**config.mk**
```make
export PLATFORM = sky130hd
export DESIGN_NAME = fetch
export DESIGN_NICKNAME = d
export VERILOG_FILES = /design/src/rtl/fetch.sv
export SDC_FILE = /design/constraint.sdc
export NUM_CORES = 1
export LEC_CHECK = 0
export ABC_AREA = 0
export ABC_CLOCK_PERIOD_IN_PS = 2400
export CAP_MARGIN = 20
export CORE_UTILIZATION = 40
export CTS_CLUSTER_SIZE = 40
export DETAILED_ROUTE_END_ITERATION = 12
export GPL_TIMING_DRIVEN = 0
export PLACE_DENSITY_LB_ADDON = 0.1
export SLEW_MARGIN = 20
export SYNTH_ARGS = -nofsm -noshare
export SYNTH_HDL_FRONTEND = slang
export SYNTH_SLANG_ARGS = --single-unit
```
**constraint.sdc**
```tcl
create_clock -name clk -period 2.4 [get_ports clk]
set_input_delay 0.48 -clock clk [delete_from_list [all_inputs] [get_ports clk]]
set_output_delay 0.48 -clock clk [all_outputs]
set_load 0.005 [all_outputs]
```
**src/rtl/fetch.sv**
```systemverilog
// Instruction-fetch stage: owns the PC, issues Rd/Stall/Done reads to instruction
// memory and forms the IF/ID register presented to decode.
//
// state   | meaning
// --------+-----------------------------------------------------------
// FETCH   | ready to issue a read at pc (hit delivers immediately)
// WAIT    | one read outstanding, waiting for memDone
// HOLD    | returned word buffered while decode is stalled
// DISCARD | redirected mid-read; swallow the stale memDone
// HALTED  | HALT delivered; idle until redirect or reset
module fetch #(
  parameter logic [15:0] RESET_PC = 16'h0000,
  parameter logic [15:0] NOP      = 16'h0800
) (
  input  logic        clk,
  input  logic        rst,
  input  logic        stall,
  input  logic        redirect,
  input  logic [15:0] redirectPC,
  output logic [15:0] memAddr,
  output logic        memRd,
  input  logic        memStall,
  input  logic        memDone,
  input  logic [15:0] memDataOut,
  output logic [15:0] instr,
  output logic [15:0] pcPlus2,
  output logic        valid,
  output logic        halted
);

  typedef enum logic [2:0] {
    S_FETCH,
    S_WAIT,
    S_HOLD,
    S_DISCARD,
    S_HALTED
  } state_t;

  state_t      state;
  logic [15:0] pc;
  logic [15:0] hold_buf;
  logic        deliver;
  logic [15:0] word;
  logic [15:0] pc_next_seq;

  assign memAddr     = pc;
  assign halted      = (state == S_HALTED);
  assign pc_next_seq = pc + 16'd2;
  // Reset gates the request so nothing is issued during the reset cycle.
  assign memRd = (state == S_FETCH) & ~stall & ~redirect & ~memStall & ~rst;

  always_comb begin
    deliver = 1'b0;
    word    = memDataOut;
    case (state)
      S_FETCH: deliver = memRd & memDone;
      S_WAIT:  deliver = ~redirect & memDone & ~stall;
      S_HOLD: begin
        deliver = ~redirect & ~stall;
        word    = hold_buf;
      end
      default: deliver = 1'b0;
    endcase
  end

  always_ff @(posedge clk) begin
    if (rst) begin
      state    <= S_FETCH;
      pc       <= RESET_PC;
      hold_buf <= 16'h0000;
      instr    <= NOP;
      pcPlus2  <= 16'h0000;
      valid    <= 1'b0;
    end else begin
      if (redirect) begin
        instr <= NOP;
        valid <= 1'b0;
      end else if (deliver) begin
        instr   <= word;
        pcPlus2 <= pc_next_seq;
        valid   <= 1'b1;
      end else if (!stall) begin
        instr <= NOP;
        valid <= 1'b0;
      end

      if (redirect) pc <= redirectPC;
      else if (deliver) pc <= pc_next_seq;

      case (state)
        S_FETCH: begin
          if (deliver) state <= (word[15:11] == 5'b00000) ? S_HALTED : S_FETCH;
          else if (memRd) state <= S_WAIT;
        end
        S_WAIT: begin
          if (redirect) state <= memDone ? S_FETCH : S_DISCARD;
          else if (memDone && stall) begin
            hold_buf <= memDataOut;
            state    <= S_HOLD;
          end else if (deliver) state <= (word[15:11] == 5'b00000) ? S_HALTED : S_FETCH;
        end
        S_HOLD: begin
          if (redirect) state <= S_FETCH;
          else if (deliver) state <= (word[15:11] == 5'b00000) ? S_HALTED : S_FETCH;
        end
        S_DISCARD: begin
          if (memDone) state <= S_FETCH;
        end
        S_HALTED: begin
          if (redirect) state <= S_FETCH;
        end
        default: state <= S_FETCH;
      endcase
    end
  end

endmodule

```
Word-level counts from Yosys, hierarchy flattened
Index checks and enable logic that the tools add are counted.
- mux-type cells: 19
- add/subtract/negate cells: 1
- div/mod/pow operators: 0
- bitwise gates (word level): 12
- magnitude comparators: 0
- shift-type cells: 0
- eq/ne operators: 8
- reduce and logical (&&, ||, !) cells: 8
- multiply operators: 0
- operators with widths (cell ; count):
    $mux 16 ; 5
    $mux 3 ; 9
    $add 16x2->16 const B ; 1
    $pmux 3 s5 ; 1
    $and 1x1->1 ; 8
    $eq 3x2->1 const B ; 2
    $reduce_and 3->1 ; 2
    $logic_not 5->1 ; 1
    $ne 2x2->1 const B ; 2
    $not 1->1 ; 4
    $eq 3x1->1 const B ; 1
    $eq 3x3->1 const B ; 1
    $logic_not 3->1 ; 1
    $ne 3x3->1 const B ; 1
    $pmux 1 s3 ; 1
    $mux 1 ; 2
    $mux 2 ; 1
    $ne 2x1->1 const B ; 1
    $reduce_and 2->1 ; 1
    $reduce_bool 2->1 ; 1
    $reduce_or 2->1 ; 1
    $logic_and 1x1->1 ; 1
- memory bits (writable): 0
- input bits: 38
- output and inout port bits: 51
- bits in registers: 68
- word-level logic and storage cells: 54
- bits in latches: 0
- ROM bits: 0
- memories: 0

Longest topological paths before layout
Gate-level depths: netlist of the first run.
- word-level depth: 11
- depth in mapped cells: 8

Least setup slack after synthesis of the first run
OpenSTA, ideal clock, no wires.
- path type: input to register
- start point: in rst
- end point: reg pc[14] (netlist: memAddr[14])
- path slack: 0.617 ns
- setup time: 0.126 ns
- cell stages on the path: 8
- arrival time: 1.658 ns
- path through: clkbuf_1 > nor2_1 > o211a_1 > buf_4 > buf_12 > buf_6 > a31oi_1 > o31ai_2
- cells in the longest elaborated chain, start to end: 5
- RTL lines (what ; RTL line ; RTL):
    from (decl) ; 16 ; input logic rst,
    $not 1->1 ; 50 ; assign memRd = (state == S_FETCH) & ~stall & ~redirect & ~memStall & ~rst;
    $and 1x1->1 ; 50 ;
    $and 1x1->1 ; 56 ; S_FETCH: deliver = memRd & memDone;
    $pmux 1 s3 ; 55 ; case (state)
    $reduce_bool 2->1 (no source line) ; - ;
    to (signal assigned) ; 87 ; if (redirect) pc <= redirectPC;
    to (signal assigned) ; 88 ; else if (deliver) pc <= pc_next_seq;
    to (decl) ; 40 ; logic [15:0] pc;
Parallel ways exist; a longest one is shown, timed or not.
A chain may end at the register's enable or synchronous reset.

Worst setup path in the final report of the first run
- start point: in memStall
- end point: out memRd
- cells in the longest elaborated chain, start to end: 3
- RTL lines (what ; RTL line ; RTL):
    from (decl) ; 22 ; input logic memStall,
    $not 1->1 ; 50 ;
    $and 1x1->1 (2 in a row) ; 50 ;
    to (decl) ; 21 ; output logic memRd,
Every way passes these cells.

==> summary.txt, run 1 <==
Nets = 505
Largest net degree at the start of global routing = 13
Share of the synthesized area in the top cell type = 0.406
Routability congestion estimate = 0.884
Hold Path Class = flip-flop to flip-flop
Synth area leader = dfxtp_1
Worst hold start = valid
Skew-Pair Late Insertion Delay = 350 ps
Core area = 8180 um2
Asr flop ratio synth = 0
Failing checks = design-rule violations
Syn Std Cell Area = 3350 um2
Critical path required time = 1920 ps
Filler Cells Inserted = 775
Hold Vio Cnt, Final = 0
Sequential share of power = 0.477
Max incr delay on CP = 530 ps
Yosys cell types = 50
Outcome = finished, violations left
Site Rows = 33
Area occupied by multi-input gates = 1770 um2
Synth Area in XOR/XNOR = 0.0313
Buffers & Inverters on Critical Path = 2
Area Growth Syn to Fin = 36.4%
Crit path DAT = 1890 ps
Initial Util = 0.410
PD cells = 542 nW/um2
Slowest CP cell = clkdlybuf4s50_1
Clk pin slew, worst setup/hold paths = 80 ps
Die Ht = 93.6 um
Crit start category = primary input
Total global-route track usage = 0.214
Area after DPL = 4360 um2
Max Fanout on Critical Path = 3
Switching Power = 0.000623 W
Synth Area in Simple Gates = 0.192
Max-slew violations = 0
IO Count = 89
Initial antenna violation count = 0
Clk network pwr share = 0.403
Die Wd = 93.6 um
WL final = 9030 um
Sink Count = 68
Fin area = 4570 um2
Fraction of power spent switching nets = 0.251
Critical Path, Cell by Cell = clkdlybuf4s50_1 > nor2_1 > and4b_1 > clkdlybuf4s50_1
Routed len/inst = 15.7 um
Sequential element share of the synthesized area = 0.406
Tcrit/Tclk final = 0.989
DR DRC count = 4
Comb pwr share = 0.120
Worst Max-Slew Pin Slew = 573 ps
H-tree depth = 3
Routed Antenna Nets = 0
Post-synthesis register bit count = 68
Fin crit period = 2370 ps
Post-synth EDFFs = 0
Max_cap viols = 0
Mux contribution to synthesized area = 0.141
Global-route wire length before repair = 14300 um
Via count = 3024
Vias/cell = 5.25
Detailed placer's ending HPWL = 6580 um
Int Pwr = 0.00186 W
DRT Pass-1 Iters = 8
Final setup margin = 25.3 ps
Cts hold-fix bufs = 0
Post-synth net total = 407
Slew HR = 0.618
TritonCTS Buffers = 9
Drt initial violations = 175
Worst-case clock skew = 15.0 ps
WS Path Type = primary input to output port
Main flop type after synthesis = dfxtp_1
LEAKAGE = 1.70 nW
RSZ-0062 raised after global routing = no
Fmax = 421 MHz
Sequential Area = 1360 um2
Grt ovf = 0
Top Family by Delay on Critical Path = buffers and inverters
Final setup viols = 0
Pre-CTS WS = -321 ps
Cell count after synthesis = 368
Root Buffer = clkbuf_8
Number of port buffers = 87
Main area contributors after synthesis = dfxtp_1 (41%), mux2i_1 (8.4%), nor2_1 (7.4%), mux2_2 (5.7%), a22oi_1 (4.5%)
Synth Area in Compound Gates = 0.161
Final antenna diode count = 0
Largest family of logic cells by synthesized area = simple AND/OR/NAND/NOR gates
CTS tree = built
CP dominant cell by count = clkdlybuf4s50_1
Worst vdd ir = 0.284 mV
Vias in the first global route = 2802
Crit path from = memStall
DIE AREA = 8760 um2
Setup crit end kind = output port
Reg-to-reg startpoint = memAddr[3]
Syn_area_per_cell = 9.12 um2
Layout cells sized above 1 = 0.115
Warnings, synthesis = 0
Adder and majority gate portion of the synthesized area = 0.00373
Tot Pwr = 0.00248 W
Clock buffer depth = 2
-- power by group through the flow --
stage	registers (W)	logic, W	clock network, W
after floorplan	0.00120	0.000142	0
after global placement	0.00121	0.000296	0
after detailed placement	0.00121	0.000297	0
after CTS	0.00118	0.000299	0.00102
after global routing	0.00119	0.000326	0.00108
final	0.00118	0.000298	0.000998
-- worst reg2reg max path, cell delays in order, from the launching register on --
cell and delay, ps:
dfxtp_1 350, clkbuf_1 300, nand4_1 290, or4_1 520
xnor2_1 260, a211oi_1 110
-- flip-flops by register name, indices dropped and copies added, names as in the netlist --
register,flops
instr,16
hold_buf,16
pcPlus2,16
valid,1
memAddr,16
state,3
-- through the flow --
| stage | instances | TNS (ps) | hold WS [ps] | util |
|---|---|---|---|---|
| 6_report | 576 | 0 | 460 | 0.560 |
| 5_1_grt | 576 | 0 | 505 | 0.560 |
| 4_1_cts | 576 | 0 | 461 | 0.560 |
| 3_5_place_dp | 560 | -321 | 452 | 0.533 |
| 3_3_place_gp | 560 | -305 | 441 | 0.533 |
| 2_1_floorplan | 368 | 0 | 453 | - |
-- layer usage --
metal | global-route usage | part of all wire | up-vias
met5 | 0 | 0 | -
met4 | 0.0615 | 0.0071 | 0
met3 | 0.0553 | 0.060 | 5
met2 | 0.323 | 0.45 | 78
met1 | 0.300 | 0.48 | 1432
li1 | - | - | 1509
-- Yosys cell counts (2+ instances only) --
| cell type | count |
|---|---|
| dfxtp_1 | 68 |
| nor2_1 | 66 |
| mux2i_1 | 28 |
| a22oi_1 | 20 |
| clkbuf_1 | 17 |
| mux2_2 | 17 |
| a211oi_1 | 14 |
| nand2_1 | 12 |
| nand2b_1 | 11 |
| nand4_1 | 8 |
| inv_1 | 7 |
| nand3_1 | 7 |
| xor2_1 | 7 |
| a21oi_1 | 6 |
| buf_4 | 6 |
| o22ai_1 | 6 |
| nor2b_1 | 5 |
| nor3_1 | 5 |
| xnor2_1 | 5 |
| buf_6 | 4 |
| a221o_1 | 3 |
| and3_1 | 3 |
| buf_2 | 3 |
| nand3b_1 | 3 |
| o21ai_0 | 3 |
| o21ai_1 | 3 |
| o41a_1 | 3 |
| a31oi_1 | 2 |
| and4_1 | 2 |
| nor3b_1 | 2 |
| nor4_1 | 2 |
| or2_2 | 2 |
-- final timing paths --
| check | to | slack (ps) | depth (start not counted) |
|---|---|---|---|
| setup / recovery | memRd | 30 | 4 |
| hold / removal | valid | 460 | 2 |
| setup reg to reg | pcPlus2[14] | 450 | 5 |
| hold reg to reg | valid | 460 | 2 |
-- cells by family after synthesis --
logic type | after synthesis
compound gates | 70
xor+xnor | 12
flops | 68
buf+inv | 39
fa+ha+maj | 1
mux | 45
simple gates | 133
-- final cells by class --
type,count,area share
inverter,7,0.00574
timing repair buffer,87,0.190
clock inverter,5,0.0129
sequential,68,0.298
multi-input combinational,261,0.388
buffer,32,0.0443
clock buffer,11,0.0331
tap,105,0.0287
-- timing repair --
action,4_1_cts,5_1_grt
setup buffers,0,0
setup endpoints to repair,1,0
gates resized for setup,5,0
-- cells in the final DEF, fill, tap and decap left out, types with 3 or more instances in the layout --
master,Yosys,layout
nand3b_1,3,3
nor3_1,5,5
and3_1,3,3
nor2b_1,5,5
nand4_1,8,8
nand2_1,12,12
mux2_2,17,17
a22oi_1,20,20
buf_6,4,4
dfxtp_1,68,68
a21oi_1,6,6
o21ai_0,3,3
nor2_1,66,66
buf_2,3,3
o41a_1,3,3
clkbuf_8,0,12
clkdlybuf4s50_1,0,85
mux2i_1,28,28
buf_4,6,6
o21ai_1,3,3
a211oi_1,14,14
clkbuf_1,17,16
xor2_1,7,7
inv_1,7,7
o22ai_1,6,6
a221o_1,3,3
xnor2_1,5,5
nand3_1,7,7
nand2b_1,11,11
(Power assumes the default switching activity.)
==> run 2: changes to the inputs <==
--- a/config.mk
+++ b/config.mk
@@ -8,6 +8,8 @@
 export ABC_AREA = 0
 export ABC_CLOCK_PERIOD_IN_PS = 2400
 export CAP_MARGIN = 20
+export CORE_ASPECT_RATIO = 0.8
+export CORE_MARGIN = 4
 export CORE_UTILIZATION = 40
 export CTS_CLUSTER_SIZE = 40
 export DETAILED_ROUTE_END_ITERATION = 12
==> run 2 against run 1 <==
  * The run now ends clean
  * Maximum frequency up 1.6%
  * Flip-flop and latch count unchanged
  * Sequential share of layout area down 0.14 points
  * Utilization up 1.1 points
  * Sequential power about the same
  * Register-to-register slack about the same
  * Final cell count up 0.52%
  * Clock power up 6%
  * Count of clock-buffer cells in the layout down 1
  * Critical path type unchanged
  * First-iteration DRC count down 46%
  * Cell area up 0.46%
==> summary.txt, run 2 (same netlist as run 1, synthesis figures left out) <==
Site Rows = 29
Crit start category = primary input
H-tree depth = 3
Fin crit period = 2340 ps
Worst Max-Slew Pin Slew = 610 ps
WS Path Type = primary input to output port
Largest net degree at the start of global routing = 13
Global-route wire length before repair = 15500 um
Buffers & Inverters on Critical Path = 2
Sink Count = 68
Clk pin slew, worst setup/hold paths = 70 ps
Routed len/inst = 16.1 um
Setup TNS = 0 ps
Via count = 3035
Hold Vio Cnt, Final = 0
Nets = 505
Slowest CP cell = clkdlybuf4s50_1
Critical path required time = 1920 ps
Pre-CTS WS = -338 ps
Initial Util = 0.416
Fmax = 428 MHz
Max_cap viols = 0
Vias in the first global route = 2932
Cts hold-fix bufs = 0
Layout Cells excl Fill = 579
DRT Pass-1 Iters = 4
LEAKAGE = 1.71 nW
Most frequent cells in the layout = clkdlybuf4s50_1 (85), dfxtp_1 (68), nor2_1 (65), mux2i_1 (28), a22oi_1 (20)
Critical Path, Cell by Cell = clkdlybuf4s50_1 > nor2_2 > and4b_1 > clkdlybuf4s50_1
Routed Antenna Nets = 0
Final setup margin = 61.7 ps
Max Fanout on Critical Path = 3
Sequential Area = 1360 um2
Drt initial violations = 94
Routability congestion estimate = 0.864
Worst-case clock skew = 8.95 ps
Tot Pwr = 0.00255 W
Detailed placer's ending HPWL = 6950 um
RSZ-0062 raised after global routing = no
DR DRC count = 0
WL final = 9290 um
DIE AREA = 9920 um2
Worst vdd ir = 0.285 mV
Hold Path Class = flip-flop to flip-flop
Final antenna diode count = 0
Crit path DAT = 1860 ps
CP dominant cell by count = clkdlybuf4s50_1
Initial antenna violation count = 0
IO Count = 89
Core area = 8060 um2
Root Buffer = clkbuf_8
Max incr delay on CP = 530 ps
Setup crit end kind = output port
Commonest non-fill, non-tap cell in the layout = clkdlybuf4s50_1
Filler Cells Inserted = 759
Post CTS Setup Buffer Count = 0
CTS-repair resized insts = 5
Clock buffer depth = 2
Layout cells sized above 1 = 0.117
DP Cell Count = 563
TritonCTS Buffers = 9
Slew HR = 0.593
Hold_ws = 471 ps
Top Family by Delay on Critical Path = buffers and inverters
CTS tree = built
Total global-route track usage = 0.198
Die Ht = 89.9 um
Area Growth Syn to Fin = 37.0%
Skew-Pair Late Insertion Delay = 350 ps
Die Wd = 110 um
Max-slew violations = 0
Final setup viols = 0
Number of port buffers = 87
Tcrit/Tclk final = 0.974
Vias/cell = 5.24
PD cells = 554 nW/um2
Grt ovf = 0
Area occupied by multi-input gates = 1780 um2
Outcome = finished clean
-- run 2: changes by cell type in the layout (fill, tap and decap cells not counted) --
cell / change
bufinv_16: +1
nor2_2: +1
clkinv_4: +2
clkbuf_8: -1
inv_6: -1
clkinvlp_4: -2
clkinv_2: +1
nor2_1: -1
-- run 2: metrics by stage --
stage	cell area, um2	utilization
floorplan	3350	-
global placement	4360	0.541
detailed placement	4360	0.541
CTS	4590	0.570
global route	4600	0.571
finish	4600	0.571
-- run 2: worst paths after layout --
kind	start	endpoint	slack, ps	depth (start not counted)
worst max register to register	memAddr[3]	pcPlus2[14]	440	5
worst min-delay path	valid	valid	470	2
worst min register to register	valid	valid	470	2
worst max-delay path	memStall	memRd	60	4
-- run 2: tightest hold or removal path, stage by stage, from the launching register on --
cell	delay, ps
dfxtp_1	320
nand2_1	50
a21oi_1	60
-- run 2: routing by layer --
layer / part of all wire / GRT usage / vias up
met5: 0 / 0 / -
met4: 0.010 / 0.0451 / 0
met3: 0.056 / 0.0480 / 9
met2: 0.43 / 0.286 / 83
met1: 0.50 / 0.296 / 1426
li1: - / - / 1517
-- run 2: final cells by class --
class	count	area share
inverter	7	0.00572
clock inverter	6	0.0191
sequential	68	0.296
buffer	32	0.0441
multi-input combinational	261	0.387
tap	108	0.0294
clock buffer	10	0.0299
timing repair buffer	87	0.189
-- run 2: where the power goes --
part	switching, W	internal, W
clock	0.000451	0.000613
sequential	0.0000295	0.00115
combinational	0.000137	0.000165
total	0.000617	0.00193
